<file path="config.mk">
export PLATFORM = sky130hd
export DESIGN_NAME = minterm_scanner
export DESIGN_NICKNAME = d
export VERILOG_FILES = /design/src/rtl/scan_pkg.sv /design/src/rtl/minterm_scanner_settle_counter.sv /design/src/rtl/minterm_scanner.sv
export SDC_FILE = /design/constraint.sdc
export NUM_CORES = 1
export LEC_CHECK = 0
export ABC_CLOCK_PERIOD_IN_PS = 3200
export CORE_MARGIN = 4
export CORE_UTILIZATION = 36
export CTS_BUF_LIST = sky130_fd_sc_hd__clkbuf_2
export CTS_CLUSTER_SIZE = 20
export DETAILED_ROUTE_END_ITERATION = 7
export PLACE_DENSITY = 0.67
export SYNTH_ARGS = -nofsm -noshare
export SYNTH_HDL_FRONTEND = slang
export SYNTH_SLANG_ARGS = --single-unit
</file>
<file path="constraint.sdc">
create_clock -name clk -period 3.2 [get_ports clk]
set_clock_uncertainty 0.05 [all_clocks]
set_input_delay 0.32 -clock clk [delete_from_list [all_inputs] [get_ports clk]]
set_output_delay 0.32 -clock clk [all_outputs]
set_load 0.02 [all_outputs]
</file>
<file path="src/rtl/scan_pkg.sv">
// Shared constants and state encoding for the minterm scanner.
// Imported by the top level and by the settle counter.
package scan_pkg;

  localparam int CODE_W    = 4;
  localparam int N_FULL    = 16;
  localparam int N_BCD     = 10;
  localparam int LAST_FULL = 15;
  localparam int LAST_BCD  = 9;
  localparam int SETTLE_W  = 8;

  typedef enum logic [1:0] {
    ST_IDLE   = 2'd0,
    ST_SETTLE = 2'd1,
    ST_SAMPLE = 2'd2,
    ST_DONE   = 2'd3
  } state_t;

endpackage

</file>
<file path="src/rtl/minterm_scanner_settle_counter.sv">
// Down-counter that times how long each input code is held before sampling.
// Loading with n gives n+1 cycles before the zero flag is reached.
module settle_counter
  import scan_pkg::*;
(
  input  logic                clk,
  input  logic                rst_n,
  input  logic                load,
  input  logic [SETTLE_W-1:0] load_val,
  output logic                zero
);

  logic [SETTLE_W-1:0] count;

  // NOTE: sequential state uses non-blocking assignments only, so every
  // register sees the pre-edge value of every other register.
  always_ff @(posedge clk) begin
    if (!rst_n) begin
      count <= '0;
    end else if (load) begin
      count <= load_val;
    end else if (count != '0) begin
      count <= count - 1'b1;
    end
  end

  assign zero = (count == '0);

endmodule

</file>
<file path="src/rtl/minterm_scanner.sv">
// Steps {a,b,c,d} through every input code, samples f_in after a settle time
// and compares the captured truth table against an expected table.
module minterm_scanner
  import scan_pkg::*;
#(
  parameter int SETTLE_CYCLES = 2
) (
  input  logic              clk,
  input  logic              rst_n,
  input  logic              start,
  input  logic              bcd_only,
  input  logic [N_FULL-1:0] expected,
  input  logic              f_in,
  output logic              a,
  output logic              b,
  output logic              c,
  output logic              d,
  output logic              busy,
  output logic              done,
  output logic [N_FULL-1:0] truth_table,
  output logic [4:0]        mismatch_cnt,
  output logic              first_err_vld,
  output logic [CODE_W-1:0] first_err_idx,
  output logic              pass
);

  state_t              state, state_nxt;
  logic [CODE_W-1:0]   idx;
  logic                bcd_q;
  logic [N_FULL-1:0]   exp_q;
  logic                cnt_load;
  logic                settle_zero;
  logic [CODE_W-1:0]   last_idx;
  logic                at_last;
  logic                miss;
  logic [4:0]          cnt_next;

  settle_counter u_settle (
    .clk      (clk),
    .rst_n    (rst_n),
    .load     (cnt_load),
    .load_val (SETTLE_W'(SETTLE_CYCLES - 1)),
    .zero     (settle_zero)
  );

  assign last_idx = bcd_q ? CODE_W'(LAST_BCD) : CODE_W'(LAST_FULL);
  assign at_last  = (idx == last_idx);
  assign miss     = f_in ^ exp_q[idx];
  assign cnt_next = mismatch_cnt + {4'b0, miss};

  // The stimulus is the idx register itself, so it is registered by construction.
  assign {a, b, c, d} = idx;

  always_ff @(posedge clk) begin
    if (!rst_n) state <= ST_IDLE;
    else        state <= state_nxt;
  end

  // NOTE: every output of this block gets a default first, so no path can
  // leave a value unassigned and infer a latch.
  always_comb begin
    state_nxt = state;
    cnt_load  = 1'b0;
    case (state)
      ST_IDLE: begin
        if (start) begin
          state_nxt = ST_SETTLE;
          cnt_load  = 1'b1;
        end
      end
      ST_SETTLE: begin
        if (settle_zero) state_nxt = ST_SAMPLE;
      end
      ST_SAMPLE: begin
        if (at_last) begin
          state_nxt = ST_DONE;
        end else begin
          state_nxt = ST_SETTLE;
          cnt_load  = 1'b1;
        end
      end
      ST_DONE:  state_nxt = ST_IDLE;
      default:  state_nxt = ST_IDLE;
    endcase
  end

  // NOTE: the latched config and expected table are small flops, not a RAM,
  // so they take the synchronous reset like everything else.
  always_ff @(posedge clk) begin
    if (!rst_n) begin
      idx           <= '0;
      bcd_q         <= 1'b0;
      exp_q         <= '0;
      busy          <= 1'b0;
      done          <= 1'b0;
      truth_table   <= '0;
      mismatch_cnt  <= '0;
      first_err_vld <= 1'b0;
      first_err_idx <= '0;
      pass          <= 1'b0;
    end else begin
      done <= 1'b0;
      case (state)
        ST_IDLE: begin
          if (start) begin
            bcd_q         <= bcd_only;
            exp_q         <= expected;
            idx           <= '0;
            truth_table   <= '0;
            mismatch_cnt  <= '0;
            first_err_vld <= 1'b0;
            pass          <= 1'b0;
            busy          <= 1'b1;
          end
        end
        ST_SAMPLE: begin
          truth_table[idx] <= f_in;
          mismatch_cnt     <= cnt_next;
          if (miss && !first_err_vld) begin
            first_err_vld <= 1'b1;
            first_err_idx <= idx;
          end
          if (at_last) begin
            // Final verdict includes this last sample, so it is valid during the done pulse.
            done <= 1'b1;
            busy <= 1'b0;
            pass <= (cnt_next == '0);
            idx  <= '0;
          end else begin
            idx <= idx + 1'b1;
          end
        end
        default: ;
      endcase
    end
  end

endmodule

</file>
======== After elaboration in Yosys (flattened, before gate mapping) ========
Cells that the tools add are included.
W data, S select, Z words.
word-level totals
  register bits after elaboration ......... 60
  bits in latches ......................... 0
  memory bits (writable) .................. 0
  memory bits (read-only) ................. 0
  output and inout port bits .............. 33
  word-level logic and storage cells ...... 76
  memories kept ........................... 0
cells by class
  $add $sub $neg .......................... 3
  $mul .................................... 0
  divide/modulo/power cells ............... 0
  magnitude comparators ................... 2
  equal/unequal tests ..................... 8
  shift-type cells ........................ 0
  mux-type cells .......................... 31
  bitwise operators ....................... 2
  reduce and logical (&&, ||, !) cells .... 17
operator list
  cell                   count
  $pmux W16 S2           1
  $bwmux W16             1
  $mux W16               1
  $mux W1                12
  $pmux W5 S2            1
  $reduce_and A2 Y1      5
  $logic_not A8 Y1       1
  $mux W4                2
  $ne A2 B2 Y1 const B   4
  $pmux W1 S2            4
  $pmux W2 S4            1
  $pmux W4 S2            1
  $reduce_bool A8 Y1     1
  $sub A8 B1 Y8 const B  1
  $mux W2                3
  $reduce_and A3 Y1      2
  $add A5 B1 Y5          1
  $logic_not A5 Y1       1
  $lt A4 B5 Y1 const B   1
  $mux W5                1
  $add A4 B1 Y4 const B  1
  $bmux W1 S4            1
  $demux W1 S4           1
  $eq A2 B2 Y1 const B   2
  other kinds (11)       13

======== Depth between registers and ports, before layout ========
Gate-level depths: netlist (run 1).
  depth after elaboration ................. 7
  gate-level depth with buffers ........... 12
  depth with buffers taken out ............ 11

======== Modules after synthesis ========
Synthesis (run 1) repeated with hierarchy kept, for this count alone.
second synthesis, totals
  cell total of the unflattened synthesis .. 341
  area, all modules ....................... 2885.3 um^2
modules (own cells, without submodules)
  module           times used  cells each  area each (um^2)  sequential area each (um^2)
  minterm_scanner  1           290         2427.3            1041.0
  settle_counter   1           51          457.9             160.2

======== Worst setup path before layout (run 1) ========
OpenSTA, ideal clock, no wires.
  kind .................................... flip-flop to flip-flop
  start ................................... reg idx[1]
  end ..................................... reg pass
  setup time .............................. 0.065 ns
  data arrival time ....................... 3.134 ns
  required time ........................... 3.085 ns
  path slack .............................. -0.049 ns
  cell stages (with the launch flop) ...... 12
  period minus slack after synthesis ...... 3.249 ns
  cells stage by stage .................... dfxtp_1 > buf_6 > mux2_2 > mux4_2 > mux2i_1 > xnor2_1 > ha_1 > ha_1 > or4_1 > nor3_1 > mux2i_1 > nor2b_1
between the ends
  word-level cells in the longest chain between the ends .. 7
ends and longest elaborated chain
  what                           RTL line                source
  from (decl)                    minterm_scanner.sv:28   logic [CODE_W-1:0] idx;
  from (signal assigned)         minterm_scanner.sv:130  idx <= idx + 1'b1;
  $bmux W1 S4                    minterm_scanner.sv:48   assign miss = f_in ^ exp_q[idx];
  $mux W1 (not written as such)  minterm_scanner.sv:48
  $xor A1 B1 Y1                  minterm_scanner.sv:48
  $add A5 B1 Y5                  minterm_scanner.sv:49   assign cnt_next = mismatch_cnt + {4'b0, miss};
  $logic_not A5 Y1               minterm_scanner.sv:127  pass <= (cnt_next == '0);
  $mux W1                        minterm_scanner.sv:123  if (at_last) begin
  $pmux W1 S2                    minterm_scanner.sv:103  case (state)
  to (signal assigned)           minterm_scanner.sv:127
  to (decl)                      minterm_scanner.sv:24   output logic pass
Parallel ways exist; a longest one is shown, timed or not. The select of a mux whose other input is x is not followed.
A chain may end at the register's enable or synchronous reset.

======== Worst setup path after layout (run 1) ========
Same ends and word-level chain as after synthesis.

==> impl.org, run 1 <==
** Run status
- Outcome :: finished, final reports clean

** Min path
- The path class of the tightest hold or removal check is in2reg.

** Critical path
- Startpoint types :: flip-flop
- Critical-path maximum fanout :: 5
- The worst setup path is of the reg2reg kind.
- Walking the worst path, the cells encountered are buf_4, mux2_2, mux4_2, mux2i_1, xnor2_1, ha_2, ha_4, or4_4, nor3_4, mux2i_1, nor2b_1.
- Among the stages of the critical path, the cell type that occurs most often is mux2i_1.
- Slowest stage delay, CP :: 0.52 ns
- Req. time, crit path :: about 3.6 ns
- The slowest stage of the critical path is the or4_4 cell.
- Capturing element type of the critical path :: flip-flop
- CP Data Arrival Time :: between 3 and 4 ns

** CTS
- Clk sink count :: 60
- Number of hold buffers added after cts :: 0
- The H-tree was split into 3 levels.
- CTS tree :: built
- Number of buffers created by CTS :: 9
- The clock reaches the later pin of the worst-skew pair after between 0.5 and 0.6 ns.
- Clock transition at the registers of the reported paths :: approximately 0.15 ns
- Clock tree buffer depth :: 2
- In this run the clock root is driven by a clkbuf_2.

** Route
- For this block, the routed nets add up to 6960 µm of wire.
- Remaining design rule violation count :: 0
- Summed over all nets, wire length on met2 after detailed routing comes to around 3200 µm.
- Met3 routed WL :: ~380 µm
- In the final routing, the length of wire on met1 measures around 3200 µm.
- The first detailed-routing pass took 4 iterations.
- Antenna-violating nets left :: 0
- After the first detailed-routing iteration, the DRC count stood at approximately 170.
- Highest metal used :: met4
- After detailed routing, the number of vias per cell comes to between 5 and 6.
- Total via count in the routed design :: roughly 2500
- After detailed routing, the average wire length per cell comes to 14.4 µm.

** Floorplanning
- Cell row count :: 32
- Pin placement for this block handled 54 I/O pins.
- From bottom edge to top edge, the die measures between 90 and 100 µm.
- The floorplan step defined a die boundary enclosing approximately 9500 µm².
- X dimension of the die :: approximately 98 µm
- Initial standard-cell utilization of the core :: ~37%
- Area inside the core boundary :: 7770 µm²

** Final layout
- Post-route core utilization :: 47.3%
- The number of antenna diodes in the final layout is 0.
- From synthesis to final layout, the design area changed by 27.2%.
- Leaving out filler cells and counting taps, the final layout contains about 480.
- Share of cells above drive strength 1 :: between 10% and 20%
- At the end of the flow, the number of nets in the layout was 404.

** Timing
- Clock period minus final worst setup slack :: between 3 and 4 ns
- Worst-case headroom to the max-slew limit :: a little over two fifths
- Tightest Pin Transition :: between 0.8 and 0.9 ns
- Crit share post-route :: between 90% and 100%
- Final setup violation count :: 0
- Setup TNS :: 0 ns
- Hold Violations, Final :: 0
- Timing would allow up to between 0.3 and 0.4 GHz.
- Max-slew violation count :: 0

** Power and ir drop
- Max rail drop VDD :: approximately 190 µV
- Summing internal, switching and leakage power gives approximately 1900 µW.
- For this design the static power due to leakage is approximately 0.0013 µW.
- For this design the ratio of total power to cell area is roughly 520 nW/µm².

** Global route
- Vias in the first global route :: ~2300
- Entering global routing, the biggest net connects just under 60 pins.
- Global-route wire length before repair :: 11500 µm
- For this run the aggregate overflow at the end of global routing stands at 0.
- Across every metal layer, demand over resource in global routing totals ~15%.
- Antenna violations before repair :: 0

** Synth
- For this run, the number of Yosys warnings is 0.
- Yosys top cell by area :: dfxtp_1
- Most instantiated flip-flop cell in the synthesis netlist :: dfxtp_1
- Area fraction of the dominant cell type after synthesis :: between 40 and 50%
- In this run the mean area of a mapped cell was 8.83 µm².
- Post-Syn Nets :: ~360
- In this run, synthesis inferred 0 flip-flops with an integrated enable.
- Counting flops and latches in the post-synthesis netlist gives 60.
- Ranked by total cell area, the synthesized netlist is headed by dfxtp_1 (42%), a21boi_0 (11%), nand2_1 (7.1%).
- Synthesis produced about 330 cells.
- Of the synthesized area, sequential elements account for a little over 40%.
- Count of distinct cell types in the synthesized netlist :: 46
- Fraction of synthesis flops using an asynchronous set or reset pin :: 0%
- After synthesis the cells add up to around 2900 µm².

** Place
- Detailed placement ended at an HPWL of roughly 4700 µm.
- In this run, placement finished with an instance count of roughly 460.
- Port buffering added 53 buffers.
- Routability-driven placement finished with a final weighted congestion of 0.791.

** Flow run
- Max-cap violation count :: 0
==> layout by cell type, fill, tap and decap left out, drive strengths merged, types with 2 or more instances in the layout <==
master / n
xnor2: 7
mux2i: 6
clkdlybuf4s50: 53
nand2: 55
ha: 7
mux2: 8
nand3: 12
nor3: 3
nand4: 17
o311ai: 4
o211ai: 13
nand3b: 2
or3b: 2
inv: 4
clkinv: 3
nor2b: 8
mux4: 2
clkbuf: 11
dfxtp: 60
buf: 11
a21boi: 43
a21oi: 5
nor2: 15
xor2: 4
nand2b: 4
o21ai: 3
==> flip-flops by register name, summed over array words and instances, names as in the netlist <==
| register | count |
|---|---|
| bcd_q | 1 |
| truth_table | 16 |
| first_err_vld | 1 |
| exp_q | 16 |
| pass | 1 |
| u_settle.count | 8 |
| done | 1 |
| mismatch_cnt | 5 |
| state | 2 |
| first_err_idx | 4 |
| idx | 4 |
| busy | 1 |
==> power by group <==
group          internal [µW]  total (µW)  switching (µW)
logic                    254         580             325
registers                836         900            64.0
clock network            176         443             267
==> metrics by stage <==
step | instance area [µm²] | hold slack, ns | worst slack, ns
floorplan | 2890 | 0.390 | 0.0941
global placement | 3500 | 0.407 | 0.150
detailed placement | 3500 | 0.406 | 0.0762
CTS | 3600 | 0.286 | 0.0277
global route | 3680 | 0.270 | -0.0133
finish | 3680 | 0.307 | 0.118
==> synth_stat cells (2+ instances only) <==
library cell / n
dfxtp_1: 60
nand2_1: 55
a21boi_0: 42
clkbuf_1: 23
nand4_1: 17
nor2_1: 15
o211ai_1: 13
nand3_1: 12
mux2_2: 8
nor2b_1: 8
ha_1: 7
xnor2_1: 7
mux2i_1: 5
a21oi_1: 4
inv_1: 4
nand2b_1: 4
o311ai_0: 4
xor2_1: 4
nor3_1: 3
o21ai_0: 3
mux4_2: 2
nand3b_1: 2
or3b_2: 2
==> what timing repair did <==
item	CTS	global route
setup buffers	0	3
gates resized for setup	0	14
setup endpoints to repair	0	1
==> critical path: cells and delay by family, from the launching register on <==
kind / cells / cell delay, ns
and+or+nand+nor: 3 / 0.74
buffers and inverters: 1 / 0.14
adders and majority gates: 2 / 0.45
muxes: 4 / 1.09
DFF: 1 / 0.38
xor gates and xnor gates: 1 / 0.18
==> layout make-up <==
class / instances / area [µm²]
multi-input cells: 237 / 1620
flip-flops and latches: 60 / 1200
inverters: 4 / 15.0
repair buffers: 64 / 617
fillers: 767 / 4090
clock inverters: 4 / 41.3
well taps: 102 / 128
clock buffers: 11 / 55.1
==> final timing paths <==
| check | start | to | slack, ns | cells past startpoint |
|---|---|---|---|---|
| hold reg to reg | exp_q[9] | exp_q[9] | 0.43 | 2 |
| setup reg to reg | idx[1] | pass | 0.12 | 11 |
| hold / removal | expected[12] | exp_q[12] | 0.31 | 3 |
| setup / recovery | idx[1] | pass | 0.12 | 11 |
==> per-layer routing <==
layer	vias to the layer above	global-route usage (%)
met5	-	0
met4	0	6.18
met3	14	4.38
met2	60	22.4
met1	1174	19.7
li1	1264	-
==> cell families (layout without fill, tap and decap cells) <==
| group | count (synthesis) | in the layout | synth area share (%) |
|---|---|---|---|
| AND/OR/NAND/NOR | 127 | 127 | 21.5 |
| AO/OA/AOI/OAI | 76 | 76 | 19.5 |
| flip-flops | 60 | 60 | 41.6 |
| buffers and inverters | 30 | 83 | 4.20 |
| multiplexers | 16 | 16 | 6.89 |
| XOR/XNOR | 11 | 11 | 3.33 |
| adder cells (fa/ha/maj) | 7 | 7 | 3.03 |
(Power assumes the default switching activity.)
==> inputs of run 2 (changes only) <==
PLACE_DENSITY = 0.59   (was 0.67)
==> run 2 against run 1 <==
Critical path depth is the same. Final cell count grew 0.83%. First-iteration DRC count shrank 29%. Critical endpoint unchanged.
==> impl.org, run 2 (same netlist as run 1, synthesis figures left out) <==
** Final layout
- N_diodes :: 0
- After the flow finishes, the layout carries non-filler instances totaling 486.
- Most common cell after layout, fill and taps aside :: dfxtp_1
- Layout Nets :: 408
- The library cells used most frequently in the layout, excluding fill and tap cells, are dfxtp_1 (59), nand2_1 (55), clkdlybuf4s50_1 (53).
- Synth-to-Final Area Change :: 26.5%
- In the final layout, the share of cells above drive strength 1 is ~13%.
- Registers with the most flip-flops :: exp_q (16), truth_table (16), u_settle.count (8)
- Fill cell instance count of the final layout :: 776

** Route
- The final layout contains routed wiring with a total length of about 7100 µm.
- Using the TritonRoute via totals, the vias-per-cell ratio works out to slightly above 5.
- The detail route stage leaves a number of antenna-violating nets equal to 0.
- Total via count in the routed design :: between 2000 and 2500
- For this block, the initial DRC count from the detailed router was approximately 120.
- After detailed routing, the number of remaining DRC violations is 0.
- The pre-antenna-repair detailed-routing pass consisted of 4 iterations.
- In the final routed layout, each cell accounts on average for 14.7 µm.

** CTS
- Clock transition at the registers of the reported paths :: about 0.16 ns
- Number of levels the H-tree was split into :: 3
- Number of hold buffers added after cts :: 0
- Clk_lat worst skew :: 0.48 ns
- Clk Tree Root Cell :: clkbuf_2
- Number of buffers created by CTS :: 9
- Clock tree buffer depth :: 2
- TritonCTS built the clock tree.
- Clk sink count :: 60

** Critical path
- Type of the worst setup path :: reg2reg
- The most numerous cell type found on the critical path is mux2i_1.
- The worst setup path is launched from a flip-flop.
- For the worst setup path, the data arrival time is 3.46 ns.
- Together, buffers and inverters on the worst path number 1.
- Walking the worst path, the cells encountered are buf_4, mux2_2, mux4_2, mux2i_1, xnor2_1, ha_2, ha_4, or4_4, nor3_2, mux2i_1, nor2b_1.
- The kind of cell with the highest combined delay along the critical path is multiplexers.
- STA classifies the critical path endpoint as a flip-flop.
- Slowest-stage cell, CP :: or4_4
- For the worst setup path, the data required time is around 3.6 ns.
- Critical-path maximum fanout :: 4
- For flop-to-flop paths, the worst setup slack is between 0.1 and 0.15 ns.
- Slowest stage delay, CP :: ~0.52 ns

** Global route
- GRT met1 Usage :: between 20% and 30%
- The layer flagged by global routing as most heavily used is met2.
- Entering global routing, the biggest net connects 43 pins.
- Global-route met3 utilization :: 4.88%
- Met2 layer usage reported by global route :: a little under a quarter
- The first global-routing pass estimated roughly 12000 µm of wire.
- Global Route Usage Sum :: 15.3%
- The initial antenna violation count came to 0.
- Remaining global-route overflow :: 0
- The number of global-route vias before repair was 2457.

** Floorplanning
- The region available for standard cell placement spans approximately 7800 µm².
- The floorplan has 32 rows.
- Floorplan die area :: ~9500 µm²
- Vertical extent of the die :: 97.6 µm
- X dimension of the die :: a little under 100 µm
- Top-level port count :: 54
- Initial standard-cell utilization of the core :: between 30 and 40%

** Power and ir drop
- Total chip power :: between 1500 and 2000 µW
- For this design the ratio of total power to cell area is roughly 510 nW/µm².
- Combinational cells account for between 30% and 40% of the total power.
- In this run switching power makes up 35.7% of total power.
- Standby leakage power :: approximately 0.0013 µW
- The analysis attributes to net switching a power of 658 µW.
- Internal power comes to roughly 1200 µW.
- Power share of the sequential group :: 48.8%
- Clock power share :: between 10% and 20%
- Max rail drop VDD :: around 170 µV

** Timing
- Tightest Pin Transition :: around 0.9 ns
- Crit share post-route :: a little over nine tenths
- Final setup violation count :: 0
- The total count of max-transition violations in the final report came to 0.
- Clock period minus final worst setup slack :: between 3 and 4 ns
- FMAX :: roughly 0.32 GHz
- Measured against its own limit, the worst slew margin works out to 40.3%.
- The hold violation count in the final report came to 0.

** Place
- RePlAce Congestion :: between 0.7 and 0.8
- Placed Instances :: 467
- Number of port buffers :: 53
- Detailed placement HPWL :: a little under 5000 µm

** Run status
- Outcome :: finished, final reports clean

** Min path
- Path class of the lowest-slack min-delay path :: in2reg

** Flow run
- Max-cap violation count :: 0
## run 2: power by group through the flow
stage | Sequential [µW] | Combinational (µW) | Clock [µW]
floorplan | 910 | 444 | 0
global placement | 918 | 569 | 0
CTS | 903 | 581 | 383
detailed placement | 919 | 577 | 0
finish | 901 | 581 | 364
global route | 916 | 659 | 411
## run 2: final timing paths
path               endpoint          from  cells past startpoint
setup / recovery       pass        idx[1]                     11
hold reg to reg    exp_q[2]      exp_q[2]                      2
hold / removal    exp_q[13]  expected[13]                      3
setup reg to reg       pass        idx[1]                     11
## run 2: cell type report
class                      instances  area [µm²]  share of cell area (%)
clock buffer                      11        55.1                    1.51
inverter                           4        15.0                   0.411
multi-input combinational        237        1590                    43.5
clock inverter                     4        17.5                   0.479
tap                              102         128                    3.49
sequential                        60        1200                    33.0
timing repair buffer              68         643                    17.6
## run 2: per-layer routing
| layer | vias up | wire (µm) |
|---|---|---|
| met5 | - | 0 |
| met4 | 0 | 117 |
| met3 | 12 | 386 |
| met2 | 64 | 3190 |
| met1 | 1146 | 3430 |
| li1 | 1267 | - |
## run 2: timing repair
item,in CTS,in global routing
setup buffers,0,4
endpoints found under the hold margin,0,0
endpoints found under the setup margin,0,1
resized for setup,0,6
## run 2: per-stage QoR
stage / util [%] / area, µm² / hold WS, ns / worst slack (ns) / TNS (ns)
finish: 47.0 / 3650 / 0.324 / 0.120 / 0
CTS: 46.3 / 3600 / 0.291 / 0.0374 / 0
global route: 47.0 / 3650 / 0.293 / -0.00365 / -0.00365
global placement: 45.4 / 3520 / 0.404 / 0.138 / 0
detailed placement: 45.4 / 3520 / 0.402 / 0.0700 / 0
floorplan: - / 2890 / 0.390 / 0.0941 / 0
## run 2: tightest hold or removal path, stage by stage
cell and delay, ns:
clkdlybuf4s50_1 0.40, nand2_1 0.05, a21boi_0 0.06
==> inputs of run 3 (changes only) <==
REMOVE_ABC_BUFFERS = 1   (was not set)
==> run 3 against run 2 <==
Maximum frequency up 1.2%. Sequential power about the same. Core utilization up 0.81 points. Non-clock buffer count up 3. Combinational power up 2%. Largest power group unchanged. Global-route usage down 0.44 points. Worst hold slack better by 0.011 ns. Total power up 0.74%.
==> impl.org, run 3 (same netlist as run 1, synthesis figures left out) <==
** Timing
- Setup repair after global routing could not meet its margin everywhere.
- FMAX :: 0.329 GHz
- Clock period minus final worst setup slack :: just over 3 ns
- The total count of max-transition violations in the final report came to 0.
- The hold violation count in the final report was 0.
- Final setup violation count :: 0
- In the post-route analysis, the smallest setup slack over all paths is around 0.16 ns.
- Crit share post-route :: between 90% and 100%
- The worst pin sits at a relative slew slack of 41.1%.
- Tightest Pin Transition :: between 0.8 and 0.9 ns

** Floorplanning
- The die covers ~9500 µm².
- X dimension of the die :: 97.6 µm
- Area inside the core boundary :: approximately 8000 µm²
- For this configuration, the core starts out at a cell density of 37.2%.
- Measured along the y axis, the die boundary spans about 98 µm.
- For this design the top-level I/O count stands at between 50 and 60.
- Cell row count :: 32

** Critical path
- Slowest-stage cell, CP :: or4_4
- STA classifies the critical path endpoint as a flip-flop.
- Along the worst path, the maximum fanout reaches 5.
- CP Data Arrival Time :: roughly 3.4 ns
- At the worst endpoint, the required time is between 3 and 4 ns.
- Slack of the worst reg-to-reg path :: 0.16 ns
- In this design, the largest share of critical-path delay is due to multiplexers.
- R2R Path End :: pass
- Traced cell by cell, the critical path runs through buf_6, mux2_2, mux4_2, mux2i_1, xnor2_1, ha_2, ha_4, or4_4, nor3_2, mux2i_1, nor2b_1.
- Crit path top cell by count :: mux2i_1
- By startpoint and endpoint, the worst setup path is classified as reg2reg.
- The worst setup path is launched from a flip-flop.
- The number of buffers and inverters on the critical path is 1.
- Slowest stage delay, CP :: 0.51 ns
- In this run the critical register-to-register path is launched from idx[1].
- The worst register-to-register path has a depth of 11.

** Global route
- Entering global routing, the biggest net connects 43 pins.
- Remaining global-route overflow :: 0
- Antenna violations before repair :: 0
- Global-route wire length before repair :: approximately 12000 µm
- The number of global-route vias before repair was roughly 2500.
- Global Route Usage Sum :: ~15%

** CTS
- Clk sink count :: 60
- Clock-pin slew was measured on the worst setup and hold paths at between 0.15 and 0.2 ns.
- Clk_lat worst skew :: roughly 0.47 ns
- Clock tree buffer depth :: 2
- Clk Tree Root Cell :: clkbuf_2
- Number of hold buffers added after cts :: 0
- TritonCTS built the clock tree.
- In this run the number of H-tree levels came out at 3.
- TritonCTS created 9 clock buffers.

** Min path
- The path with the worst hold slack has its endpoint at exp_q[0].
- Along the worst hold path, the cell count comes to 3.
- Path class of the lowest-slack min-delay path :: in2reg
- Critical hold path startpoint :: expected[0]

** Place
- At the placement stage, the worst setup path has a slack of -0.0740 ns.
- RePlAce Congestion :: roughly 0.74
- Number of port buffers :: between 50 and 60
- Detailed placement finished with a half-perimeter wire length of between 4000 and 5000 µm.

** Final layout
- Most common cell after layout, fill and taps aside :: dfxtp_1
- Registers with the most flip-flops :: exp_q (16), truth_table (16), u_settle.count (8)
- The sequential cells in the finished layout cover a total of approximately 1200 µm².
- Synth-to-Final Area Change :: 28.6%
- Share of cells above drive strength 1 :: 13.7%
- Post-route core utilization :: between 40% and 50%
- Counting the fill cells in the layout gives 802.
- After the last flow step, the layout net total stands at approximately 400.
- Commonest cells after routing, fill and taps aside :: dfxtp_1 (59), nand2_1 (55), clkdlybuf4s50_1 (53)
- In the final layout, the multi-input gates occupy around 1600 µm².
- The number of antenna diodes in the final layout is 0.

** Route
- The first routing iteration left 79 violations.
- Total wirelength of the detailed-routed design :: slightly above 7000 µm
- Total via count in the routed design :: 2542
- In this run the remaining antenna-violating nets after routing total 0.
- In the routed layout, each cell is associated on average with a via count of 5.19.
- After detailed routing, the number of remaining DRC violations is 0.
- Before antenna repair, the detailed router went through 4 iterations.
- Dividing the detail-routed wire length by the instance count gives between 10 and 15 µm.

** Power and ir drop
- Power per cell area :: 500 nW/µm²
- Max rail drop VDD :: 210 µV
- Standby leakage power :: ~0.0013 µW

** Run status
- Outcome :: finished, final reports clean

** Flow run
- Max-cap violations in this run came to 0.
==> run 3: per-stage QoR <==
stage | instance area [µm²] | instances | power [µW] | setup TNS, ns | hold WS (ns)
after floorplan | 2780 | 301 | 1320 | -0.0648 | 0.388
final | 3720 | 490 | 1860 | 0 | 0.335
after CTS | 3630 | 487 | 1880 | 0 | 0.305
after detailed placement | 3560 | 471 | 1500 | -0.0740 | 0.407
after global routing | 3720 | 490 | 1990 | -0.0423 | 0.314
after global placement | 3560 | 471 | 1500 | 0 | 0.402
==> run 3: worst max path at each step <==
stage,startpoint,endpoint,slack [ns],depth (start not counted)
floorplan,idx[1],pass,-0.06,10
global placement,idx[1],pass,0.01,10
detailed placement,idx[1],pass,-0.07,10
CTS,idx[1],pass,0.03,10
global route,idx[1],pass,-0.04,11
finish,idx[1],pass,0.16,11
==> run 3: worst min-delay path, delay by kind of cell <==
| kind | cells | cell delay, ns |
|---|---|---|
| compound gates | 1 | 0.06 |
| buf+inv | 1 | 0.39 |
| simple gates | 1 | 0.05 |
==> run 3: power breakdown <==
| group | internal (µW) | switching (µW) | leakage [µW] |
|---|---|---|---|
| Sequential | 836 | 64.4 | 0.000489 |
| Combinational | 263 | 328 | 0.000792 |
| Clock | 104 | 264 | 0.0000585 |
==> run 3: routing by layer <==
layer	vias to the layer above	routed length, µm	global-route usage (%)	part of all wire (%)
li1	1280	-	-	-
met1	1196	3460	19.7	49
met2	56	3200	22.8	45
met3	10	298	3.23	4.2
met4	0	112	7.24	1.6
met5	-	0	0	0
==> run 3: layout make-up <==
class                      instances  area share, %
tap                              102           3.43
inverter                           4          0.404
timing repair buffer              71           18.2
clock inverter                     4          0.438
multi-input combinational        237           43.5
sequential                        60           32.4
clock buffer                      12           1.62
==> run 3: what timing repair did <==
item / CTS / global route
setup buffers: 0 / 3
pin swaps: 0 / 4
gates resized for setup: 1 / 16
endpoints found under the setup margin: 1 / 1
==> patch: new RTL, settings of run 2 <==
Put a register stage on the output `a`, with the module's reset. The value now appears one clock later. The other outputs are not delayed to match.
--- a/src/rtl/minterm_scanner.sv
+++ b/src/rtl/minterm_scanner.sv
@@ -26,2 +26,4 @@
 
+  logic a_d;
+
   state_t              state, state_nxt;
@@ -51,3 +53,3 @@
   // The stimulus is the idx register itself, so it is registered by construction.
-  assign {a, b, c, d} = idx;
+  assign {a_d, b, c, d} = idx;
 
@@ -137,2 +139,10 @@
 
+  always_ff @(posedge clk) begin
+    if (!rst_n) begin
+      a <= '0;
+    end else begin
+      a <= a_d;
+    end
+  end
+
 endmodule
Function: no difference found for any inputs over 10 cycles, from zero or initial values and one cycle with rst_n low; that may be too few to reach the edited logic, so the function may still have changed.
==> patch against run 2 <==
Maximum frequency grew 5.0%; total power up 8.4%; synthesized area down 0.43%; global-route usage is 0.51 points lower; routed wire length fell by 1.7%; sequential cell count grew 1; combinational power rose by 1%; largest power group unchanged; final cell count rose by 1.2%; critical endpoint unchanged; worst setup slack better by 150 ps; design area is 0.89% lower.
==> patch: results <==
set metrics [dict create \
    status "complete, no violations" \
    drt_iter0_markers 141 \
    num-nets-final 413 \
    postPlaceCellArea_um2 3500 \
    place.gp.congestion 0.788 \
    cpPeakStageDelay_ps 610 \
    clock_area_share_pct 3.35 \
    grt_first_pass_wirelength_mm 11.5 \
    comb.multi_input.count 243 \
    dp_cells 476 \
    ys_seq_area_share_pct 42.5 \
    synth_common_cells "dfxtp_1, nand2_1, a21oi_1, nor2_1, clkbuf_1" \
    grt_pass1_vias 2347 \
    finalCriticalPeriod_ps 2930 \
    dr.pass1.iters 5 \
    final-seq-area_um2 1220 \
    final_cells 492 \
    reg2reg_depth 10 \
    bufAreaShareNonClock_pct 16.9 \
    synth_nets 362 \
    multi_input_area_share_pct 41.8 \
    cp_max_fo 6 \
    seq_cells 61 \
    synthTopCellsByArea "dfxtp_1, a21oi_1, nand2_1" \
    switching_power_mw 0.714 \
    r2r_setup_slack_ps 270 \
    n_fill_cell 786 \
    synthArstFlopShare_pct 0 \
    buffers 64 \
    worst_pin_slew_ps 780 \
    worstReg2RegStart "idx[0]" \
    drive_gt1_share_pct 9.74 \
    grt_max_degree 51 \
    final_area_um2 3620 \
    pre_cts_ws_ps 179 \
    inv_count 6 \
    p_leak_nw 1.28 \
    track_usage_pct 14.8 \
    synthCells 334 \
    syn2layout_area_growth_pct 25.9 \
    dp_hpwl_mm 4.88 \
    avgViaCountPerCell 5.17 \
    crit_path_start "idx[0]" \
]
patch: cell count changes after synthesis, sizes merged, moves of 3 or more:
cell and delta:
mux2 -6, nor2b -4, nand2 -4, a21boi -42, nand3b +3, o21ai +5, nor2 +6, a21oi +43
patch: power groups by stage:
stage | Combinational [mW] | Sequential (mW) | Clock [mW]
after floorplan | 0.462 | 0.921 | 0
final | 0.589 | 0.921 | 0.491
after global placement | 0.586 | 0.933 | 0
after CTS | 0.595 | 0.920 | 0.508
after global routing | 0.663 | 0.934 | 0.537
after detailed placement | 0.593 | 0.936 | 0
patch: kinds of logic (layout without fill, tap and decap cells):
group,count (synthesis),in the layout,share of synthesized area (%)
xor gates and xnor gates,10,10,3.05
buffers and inverters,30,86,4.91
adders and majority gates,7,7,3.04
AOI/OAI and AO/OA,84,84,17.2
and+or+nand+nor,130,130,22.1
muxes,12,12,7.26
DFF,61,61,42.5
patch: routing by layer:
| layer | wire length, um | global-route usage [%] | vias up | part of all wire, % |
|---|---|---|---|---|
| met5 | 0 | 0 | - | 0 |
| met4 | 99 | 4.05 | 0 | 1.4 |
| met3 | 451 | 5.38 | 9 | 6.4 |
| met2 | 3170 | 23.0 | 74 | 45 |
| met1 | 3280 | 19.3 | 1160 | 47 |
| li1 | - | - | 1299 | - |
patch: worst min-delay path by stage:
stage                 start   endpoint  slack, ps  cells past startpoint
2_1_floorplan      exp_q[5]   exp_q[5]        380                      2
3_3_place_gp      exp_q[12]  exp_q[12]        390                      2
3_5_place_dp      exp_q[12]  exp_q[12]        400                      2
4_1_cts        expected[10]  exp_q[10]        260                      3
5_1_grt        expected[10]  exp_q[10]        250                      3
6_report       expected[10]  exp_q[10]        300                      3
